$ cat src/rtl/rv32_pkg.sv
// Shared widths and the writeback request payload for the RV32 core.
package rv32_pkg;

  localparam int unsigned XLEN = 32;
  localparam int unsigned NREG = 32;
  localparam int unsigned AW   = 5;

  typedef struct packed {
    logic [AW-1:0]   rd;
    logic [XLEN-1:0] data;
  } wb_req_t;

endpackage

$ cat src/rtl/rr_arbiter2.sv
// Two-requester round-robin arbiter; the pointer moves to the loser after every grant.
module rr_arbiter2 (
  input  logic       clk,
  input  logic       reset_n,
  input  logic [1:0] req,
  input  logic       upd_en,
  output logic [1:0] gnt
);

  logic r_prio;

  always_comb begin
    gnt = req;
    if (req == 2'b11) gnt = r_prio ? 2'b10 : 2'b01;
  end

  always_ff @(posedge clk) begin
    if (!reset_n) begin
      r_prio <= 1'b0;
    end else if (upd_en && (gnt != 2'b00)) begin
      r_prio <= gnt[0];
    end
  end

endmodule

$ cat src/rtl/rf_wb_arbiter.sv
// Arbitrates ALU/LSU writebacks into one register-file write port and
// tracks pending destination registers for issue-stage hazard checks.
module rf_wb_arbiter #(
  parameter int unsigned XLEN = rv32_pkg::XLEN,
  parameter int unsigned NREG = rv32_pkg::NREG,
  parameter int unsigned AW   = rv32_pkg::AW
) (
  input  logic            clk,
  input  logic            reset_n,
  input  logic            wb0_valid,
  input  logic [AW-1:0]   wb0_rd,
  input  logic [XLEN-1:0] wb0_data,
  output logic            wb0_ready,
  input  logic            wb1_valid,
  input  logic [AW-1:0]   wb1_rd,
  input  logic [XLEN-1:0] wb1_data,
  output logic            wb1_ready,
  input  logic            sb_set_en,
  input  logic [AW-1:0]   sb_set_rd,
  input  logic [AW-1:0]   rs1_q,
  input  logic [AW-1:0]   rs2_q,
  output logic            rs1_busy,
  output logic            rs2_busy,
  output logic            rf_wn_en,
  output logic [AW-1:0]   rf_rd_addr,
  output logic [XLEN-1:0] rf_wr_data
);

  import rv32_pkg::*;

  logic [1:0]      w_req;
  logic [1:0]      w_gnt;
  wb_req_t         w_sel;
  logic            w_xfer;
  logic            w_wr;
  logic [NREG-1:0] w_pend_nxt;

  logic            r_wn_en;
  logic [AW-1:0]   r_addr;
  logic [XLEN-1:0] r_data;
  logic [NREG-1:0] r_pend;

  // Requests are masked while reset is asserted so no handshake can complete.
  assign w_req = {wb1_valid, wb0_valid} & {2{reset_n}};

  rr_arbiter2 u_arb (
    .clk     (clk),
    .reset_n (reset_n),
    .req     (w_req),
    .upd_en  (reset_n),
    .gnt     (w_gnt)
  );

  assign wb0_ready = w_gnt[0];
  assign wb1_ready = w_gnt[1];
  assign w_xfer    = |w_gnt;
  assign w_sel     = w_gnt[1] ? wb_req_t'{rd: wb1_rd, data: wb1_data}
                              : wb_req_t'{rd: wb0_rd, data: wb0_data};
  assign w_wr      = w_xfer && (w_sel.rd != '0);

  // Clear on writeback first, then set, so a same-address set wins.
  always_comb begin
    w_pend_nxt = r_pend;
    if (r_wn_en) w_pend_nxt[r_addr] = 1'b0;
    if (sb_set_en && (sb_set_rd != '0)) w_pend_nxt[sb_set_rd] = 1'b1;
    w_pend_nxt[0] = 1'b0;
  end

  always_ff @(posedge clk) begin
    if (!reset_n) begin
      r_wn_en <= 1'b0;
      r_addr  <= '0;
      r_data  <= '0;
      r_pend  <= '0;
    end else begin
      r_wn_en <= w_wr;
      r_pend  <= w_pend_nxt;
      if (w_wr) begin
        r_addr <= w_sel.rd;
        r_data <= w_sel.data;
      end
    end
  end

  assign rf_wn_en   = r_wn_en;
  assign rf_rd_addr = r_addr;
  assign rf_wr_data = r_data;
  assign rs1_busy   = reset_n && r_pend[rs1_q];
  assign rs2_busy   = reset_n && r_pend[rs2_q];

endmodule

$ cat config.mk
export PLATFORM = sky130hd
export DESIGN_NAME = rf_wb_arbiter
export DESIGN_NICKNAME = d
export VERILOG_FILES = /design/src/rtl/rv32_pkg.sv /design/src/rtl/rr_arbiter2.sv /design/src/rtl/rf_wb_arbiter.sv
export SDC_FILE = /design/constraint.sdc
export NUM_CORES = 1
export LEC_CHECK = 0
export CORE_MARGIN = 2
export CORE_UTILIZATION = 47
export CTS_BUF_LIST = sky130_fd_sc_hd__clkbuf_8
export DETAILED_ROUTE_END_ITERATION = 6
export PLACE_DENSITY = 0.83
export SYNTH_ARGS = -nofsm -noshare
export SYNTH_HDL_FRONTEND = slang
export SYNTH_SLANG_ARGS = --single-unit
export TNS_END_PERCENT = 50
$ cat constraint.sdc
create_clock -name clk -period 4 [get_ports clk]
set_clock_uncertainty 0.05 [all_clocks]
set_input_delay 1 -clock clk [delete_from_list [all_inputs] [get_ports clk]]
set_output_delay 1 -clock clk [all_outputs]
set_load 0.01 [all_outputs]
==> results.sh, run 1 <==
export IMPL_status="finished, final reports clean"
export IMPL_tns_ns=0
export IMPL_cts_root_buf="clkbuf_8"
export IMPL_p_seq_share_pct=43.0
export IMPL_critPathLaunchType="input pin"
export IMPL_synth_edff_count=0
export IMPL_clock_power_share_pct=35.1
export IMPL_path_max_fanout=4
export IMPL_track_usage_pct=28.2
export IMPL_wl_microns=12300
export IMPL_initial_core_util_pct=49.2
export IMPL_avgRoutedWirePerCell_microns=18.3
export IMPL_synthCells=438
export IMPL_synth_warnings=0
export IMPL_power_density_mw_per_mm2=321
export IMPL_rows=32
export IMPL_synth_compound_area_share_pct=29.8
export IMPL_netlist_area_sq_mm=0.00384
export IMPL_layout_drive_gt1_share_pct=14.9
export IMPL_drt_first_iter_violations=270
export IMPL_grt_setup_unrepaired="no"
export IMPL_yosys_area_top_type="dfxtp_1"
export IMPL_io_buffers=135
export IMPL_synth_distinct_cells=35
export IMPL_internal_power_mw=1.29
export IMPL_coreArea_sq_mm=0.00781
export IMPL_p_sw_uw=473
export IMPL_cpMostUsedCell="mux4_2"
export IMPL_synth_nets=532
export IMPL_grt_overflow=0
export IMPL_synth_top_cell_area_share_pct=36.5
export IMPL_crit_chain="buf_2 -> mux4_2 -> mux4_2 -> o2111a_1 -> clkdlybuf4s50_1"
export IMPL_fin_crit_ns=3.89
export IMPL_hold_viol=0
export IMPL_ys_ff_latch=70
export IMPL_num_vias=4142
export IMPL_p_total_mw=1.76
export IMPL_via_per_inst=6.16
export IMPL_dieArea_sq_mm=0.00891
export IMPL_setup_viol=0
export IMPL_num_io_pins=136
export IMPL_ys_async_sr_fraction_pct=0
export IMPL_die_y_microns=94.4
export IMPL_grt_pass1_vias=4125
export IMPL_gp_congestion=0.923
export IMPL_cp_required_ns=2.95
export IMPL_antenna_found_initial=0
export IMPL_fmax_mhz=257
export IMPL_max_stage_delay_ns=0.50
export IMPL_synthXorXnorAreaFrac_pct=0
export IMPL_synth_simple_gate_area_share_pct=17.2
export IMPL_h_tree_depth=3
export IMPL_synthAdderAreaFrac_pct=0
export IMPL_crit_type="in2out"
export IMPL_dp_hpwl_microns=8820
export IMPL_final_nets=660
export IMPL_hp_class="reg2reg"
export IMPL_p_comb_share_pct=21.9
export IMPL_die_w_microns=94.4
export IMPL_drc=0
export IMPL_path_clk_slew_ns=0.07
export IMPL_synthTopCellsByArea="dfxtp_1 (36%), a311oi_2 (11%), nand2_1 (10%)"
export IMPL_tritoncts="built"
export IMPL_synthMostInstantiatedCell="nand2_1"
export IMPL_synth_top_family_by_area="compound AO/OA/AOI/OAI gates"
export IMPL_diodes=0
export IMPL_synth_avg_cell_area_sq_um=8.77
export IMPL_clk_latency_ns=0.34
export IMPL_clock_path_buffers=2
export IMPL_grt_pass1_wl_microns=19500
export IMPL_area_delta_synth_final_pct=42.6
export IMPL_muxShareOfSynthArea_pct=10.9
export IMPL_cp_end_kind="output port"
export IMPL_synth_common_cells="nand2_1 (104), dfxtp_1 (70), a21oi_1 (38), o21ai_0 (38), a31oi_1 (36)"
export IMPL_cp_slowest_cell="mux4_2"
export IMPL_ys_seq_area_share_pct=36.5
export IMPL_slew_headroom_pct=43.9
export IMPL_p_leak_nw=1.90
export IMPL_first_pass_iters=5
export IMPL_worstMarginPinSlew_ns=0.841
export IMPL_ir_drop_uv=185
export IMPL_cp_arrival_ns=2.84
export IMPL_drv_cap=0
export IMPL_post_route_period_util_pct=97.2
export IMPL_switching_share_pct=26.9
export IMPL_synthFlopType="dfxtp_1"
export IMPL_grt_max_degree=67
export IMPL_ant_nets=0
export IMPL_finalMaxSlewViolations=0
export IMPL_cts_sinks=70
export IMPL_cts_buffers=9
## worst max-delay path: cells and delay by family
kind,cells,cell delay [ns]
muxes,2,0.98
buffers and inverters,2,0.63
AOI/OAI and AO/OA,1,0.24
## cells in the final DEF, fill, tap and decap left out, drive strengths merged, types with 5 or more instances in the layout
cell	count
nor2	5
buf	20
inv	7
nand3	14
dfxtp	70
a21oi	38
clkdlybuf4s50	128
a31oi	36
mux4	16
o21ai	38
mux2i	6
a311oi	33
nand2	104
clkbuf	10
## cell families (layout without fill, tap and decap cells)
family	after synthesis	after routing
AND/OR/NAND/NOR	148	148
buffers and inverters	45	177
multiplexers	22	22
AO/OA/AOI/OAI	153	153
flip-flops	70	70
## path summary, 6_finish.rpt
check | startpoint | to | slack, ns | depth (start not counted)
max | rs1_q[1] | rs1_busy | 0.11 | 5
min | r_pend[31] | r_pend[31] | 0.45 | 2
max reg2reg | u_arb.r_prio | rf_wr_data[16] | 1.69 | 4
min reg2reg | r_pend[31] | r_pend[31] | 0.45 | 2
## power groups by stage
stage                     registers [mW]  clock network, mW  logic (mW)
after floorplan                    0.782                  0       0.170
after global placement             0.771                  0       0.377
after detailed placement           0.773                  0       0.386
after CTS                          0.757              0.622       0.385
after global routing               0.761              0.653       0.415
final                              0.757              0.617       0.385
## stage by stage
step | worst slack, ns | util, % | hold slack (ns) | cells | cell area (sq um)
2_1_floorplan | 0.419 | - | 0.410 | 438 | 3840
3_3_place_gp | -0.354 | 67.6 | 0.430 | 657 | 5280
5_1_grt | 0.0690 | 70.2 | 0.471 | 672 | 5480
4_1_cts | 0.0208 | 70.2 | 0.453 | 672 | 5480
6_report | 0.110 | 70.2 | 0.451 | 672 | 5480
3_5_place_dp | -0.413 | 67.6 | 0.443 | 657 | 5280
## cell type report
type	count	area, sq um
clock buffer	9	124
timing repair buffer	154	1480
fill	622	2330
inverter	8	30.0
sequential	70	1400
tap	102	128
clock inverter	6	87.6
multi-input combinational	323	2230
## routing by layer
| metal | wire length, microns | up-vias | GRT usage, % |
|---|---|---|---|
| met5 | 0 | - | 0 |
| met4 | 329 | 0 | 14.1 |
| met1 | 4650 | 1983 | 32.6 |
| li1 | - | 1899 | - |
| met3 | 1260 | 40 | 8.54 |
| met2 | 6070 | 220 | 47.4 |
## flip-flops by register name (all words and copies together) (netlist names)
| name | count |
|---|---|
| rf_rd_addr | 5 |
| u_arb.r_prio | 1 |
| rf_wr_data | 32 |
| rf_wn_en | 1 |
| r_pend | 31 |
## what timing repair did
| action | in CTS | in global routing |
|---|---|---|
| hold buffers | 0 | 0 |
| buffers inserted | 0 | 0 |
| pin swaps | 0 | 0 |
| endpoints found under the setup margin | 2 | 1 |
| gates resized for setup | 13 | 1 |
(Power assumes the default switching activity.)
==> run 2, diff against run 1 <==
--- a/config.mk
+++ b/config.mk
@@ -6,10 +6,10 @@
 export NUM_CORES = 1
 export LEC_CHECK = 0
 export CORE_MARGIN = 2
-export CORE_UTILIZATION = 47
+export CORE_UTILIZATION = 42
 export CTS_BUF_LIST = sky130_fd_sc_hd__clkbuf_8
 export DETAILED_ROUTE_END_ITERATION = 6
-export PLACE_DENSITY = 0.83
+export PLACE_DENSITY = 0.79
 export SYNTH_ARGS = -nofsm -noshare
 export SYNTH_HDL_FRONTEND = slang
 export SYNTH_SLANG_ARGS = --single-unit
==> constraint.sdc (replaced) <==
create_clock -name clk -period 3.33 [get_ports clk]
set_clock_uncertainty 0.05 [all_clocks]
set_input_delay 0.8325 -clock clk [delete_from_list [all_inputs] [get_ports clk]]
set_output_delay 0.8325 -clock clk [all_outputs]
set_load 0.01 [all_outputs]
==> run 2 against run 1 <==
Net effect:
- hold slack got worse by 0.0029 ns
- sequential share of layout area is 0.32 points lower
- die area increased by 11%
- largest power group unchanged
- final area grew 1.3%
- combinational power up 21%
- critical path type unchanged
- final cell count is 1.8% higher
- worst setup slack worse by 0.069 ns
==> results.sh, run 2 (synthesis results as in run 1) <==
export IMPL_final_nets=665
export IMPL_grt_max_degree=67
export IMPL_diodes=0
export IMPL_r2r_slack_ns=1.47
export IMPL_p_comb_share_pct=21.3
export IMPL_finish_utilization_pct=63.0
export IMPL_path_max_fanout=4
export IMPL_track_usage_pct=24.3
export IMPL_clock_path_buffers=2
export IMPL_die_w_microns=99.6
export IMPL_largest_register_ffs=32
export IMPL_p_leak_nw=1.96
export IMPL_clk_latency_ns=0.34
export IMPL_met2_usage_pct=42.4
export IMPL_fillers=752
export IMPL_grt_overflow=0
export IMPL_dp_slack_ns=-0.751
export IMPL_cts_root_buf="clkbuf_8"
export IMPL_drt_first_iter_violations=191
export IMPL_drv_cap=0
export IMPL_grt_busiest_layer="met2"
export IMPL_tritoncts="built"
export IMPL_avgRoutedWirePerCell_microns=17.6
export IMPL_antenna_found_initial=0
export IMPL_p_sw_uw=564
export IMPL_drc=0
export IMPL_clock_power_share_pct=37.0
export IMPL_grt_util_met3_pct=6.11
export IMPL_dp_hpwl_microns=8900
export IMPL_cp_end_kind="output port"
export IMPL_ir_drop_uv=227
export IMPL_via_per_inst=5.87
export IMPL_post_route_period_util_pct=98.8
export IMPL_finalMaxSlewViolations=0
export IMPL_power_density_mw_per_mm2=394
export IMPL_finalWorstSetupSlack_ns=0.0412
export IMPL_p_seq_share_pct=41.7
export IMPL_worstMarginPinSlew_ns=0.856
export IMPL_num_vias=4012
export IMPL_status="finished, final reports clean"
export IMPL_die_y_microns=99.6
export IMPL_path_clk_slew_ns=0.08
export IMPL_crit_type="in2out"
export IMPL_ctsHoldBuffers=0
export IMPL_fin_crit_ns=3.29
export IMPL_initial_core_util_pct=43.6
export IMPL_gp_congestion=0.935
export IMPL_first_pass_iters=4
export IMPL_fmax_mhz=304
export IMPL_switching_share_pct=25.8
export IMPL_io_buffers=135
export IMPL_wl_microns=12100
export IMPL_hp_class="reg2reg"
export IMPL_final_cell_mix="clkdlybuf4s50_1 (126), nand2_1 (104), dfxtp_1 (70), a21oi_1 (38), o21ai_0 (38)"
export IMPL_cp_arrival_ns=2.41
export IMPL_h_tree_depth=3
export IMPL_num_io_pins=136
export IMPL_grt_setup_unrepaired="no"
export IMPL_critPathLaunchType="input pin"
export IMPL_area_delta_synth_final_pct=44.4
export IMPL_rows=34
export IMPL_ant_nets=0
export IMPL_setup_viol=0
export IMPL_hold_viol=0
export IMPL_cts_sinks=70
export IMPL_dieArea_sq_mm=0.00993
export IMPL_grt_pass1_vias=3962
export IMPL_use_met1_pct=28.5
export IMPL_cts_buffers=9
export IMPL_coreArea_sq_mm=0.00881
export IMPL_grt_pass1_wl_microns=19400
export IMPL_cp_required_ns=2.45
export IMPL_internal_power_mw=1.62
export IMPL_slew_headroom_pct=42.9
export IMPL_final_common_cell="clkdlybuf4s50_1"
export IMPL_layout_drive_gt1_share_pct=16.1
run 2: cell count changes in the layout (fill, tap and decap cells not counted), sizes merged:
cell / previous run / this run
inv: 7 / 8
buf: 20 / 28
dlymetal6s2s: 0 / 1
clkinvlp: 3 / 1
clkinv: 2 / 1
clkdlybuf4s50: 128 / 126
dlygate4sd2: 4 / 2
clkbuf: 10 / 13
run 2: per-layer routing:
metal  wire, microns  part of all wire [%]
met1            4670                    39
met2            6080                    50
met3            1080                   8.9
met4             229                   1.9
met5               0                     0
run 2: cell type report:
type	instances	area, sq um	share of cell area (%)
clock inverters	4	76.3	1.38
multi-input cells	323	2230	40.2
well taps	108	135	2.44
inverters	8	30.0	0.541
repair buffers	159	1510	27.3
clock buffers	12	165	2.98
flip-flops and latches	70	1400	25.3
run 2: critical path, cell delays in order:
cell             delay [ns]
buf_4                  0.12
mux4_2                 0.51
mux4_2                 0.48
o2111a_1               0.24
clkdlybuf4s15_1        0.22
run 2: power by group through the flow:
stage / Clock [mW] / Combinational, mW / Sequential [mW]
6_report: 0.808 / 0.465 / 0.910
5_1_grt: 0.854 / 0.500 / 0.914
4_1_cts: 0.816 / 0.467 / 0.910
3_5_place_dp: 0 / 0.468 / 0.929
3_3_place_gp: 0 / 0.457 / 0.927
2_1_floorplan: 0 / 0.205 / 0.940
run 2: path summary, 6_finish.rpt:
path	startpoint	end	depth (start not counted)
max	rs2_q[1]	rs2_busy	5
min	r_pend[28]	r_pend[28]	2
min reg2reg	r_pend[28]	r_pend[28]	2
max reg2reg	u_arb.r_prio	rf_wr_data[29]	4
run 2: what timing repair did:
item,CTS,global route
buffers inserted,0,0
setup endpoints to repair,2,3
endpoints found under the hold margin,0,0
gates resized for setup,24,4
run 2: through the flow:
step	setup TNS [ns]	hold slack [ns]	instance area (sq um)	cells	power, mW
detailed placement	-1.49	0.432	5330	668	1.40
floorplan	0	0.410	3840	438	1.14
global placement	-1.36	0.429	5330	668	1.38
finish	0	0.448	5550	684	2.18
global route	0	0.461	5550	684	2.27
CTS	0	0.444	5560	684	2.19
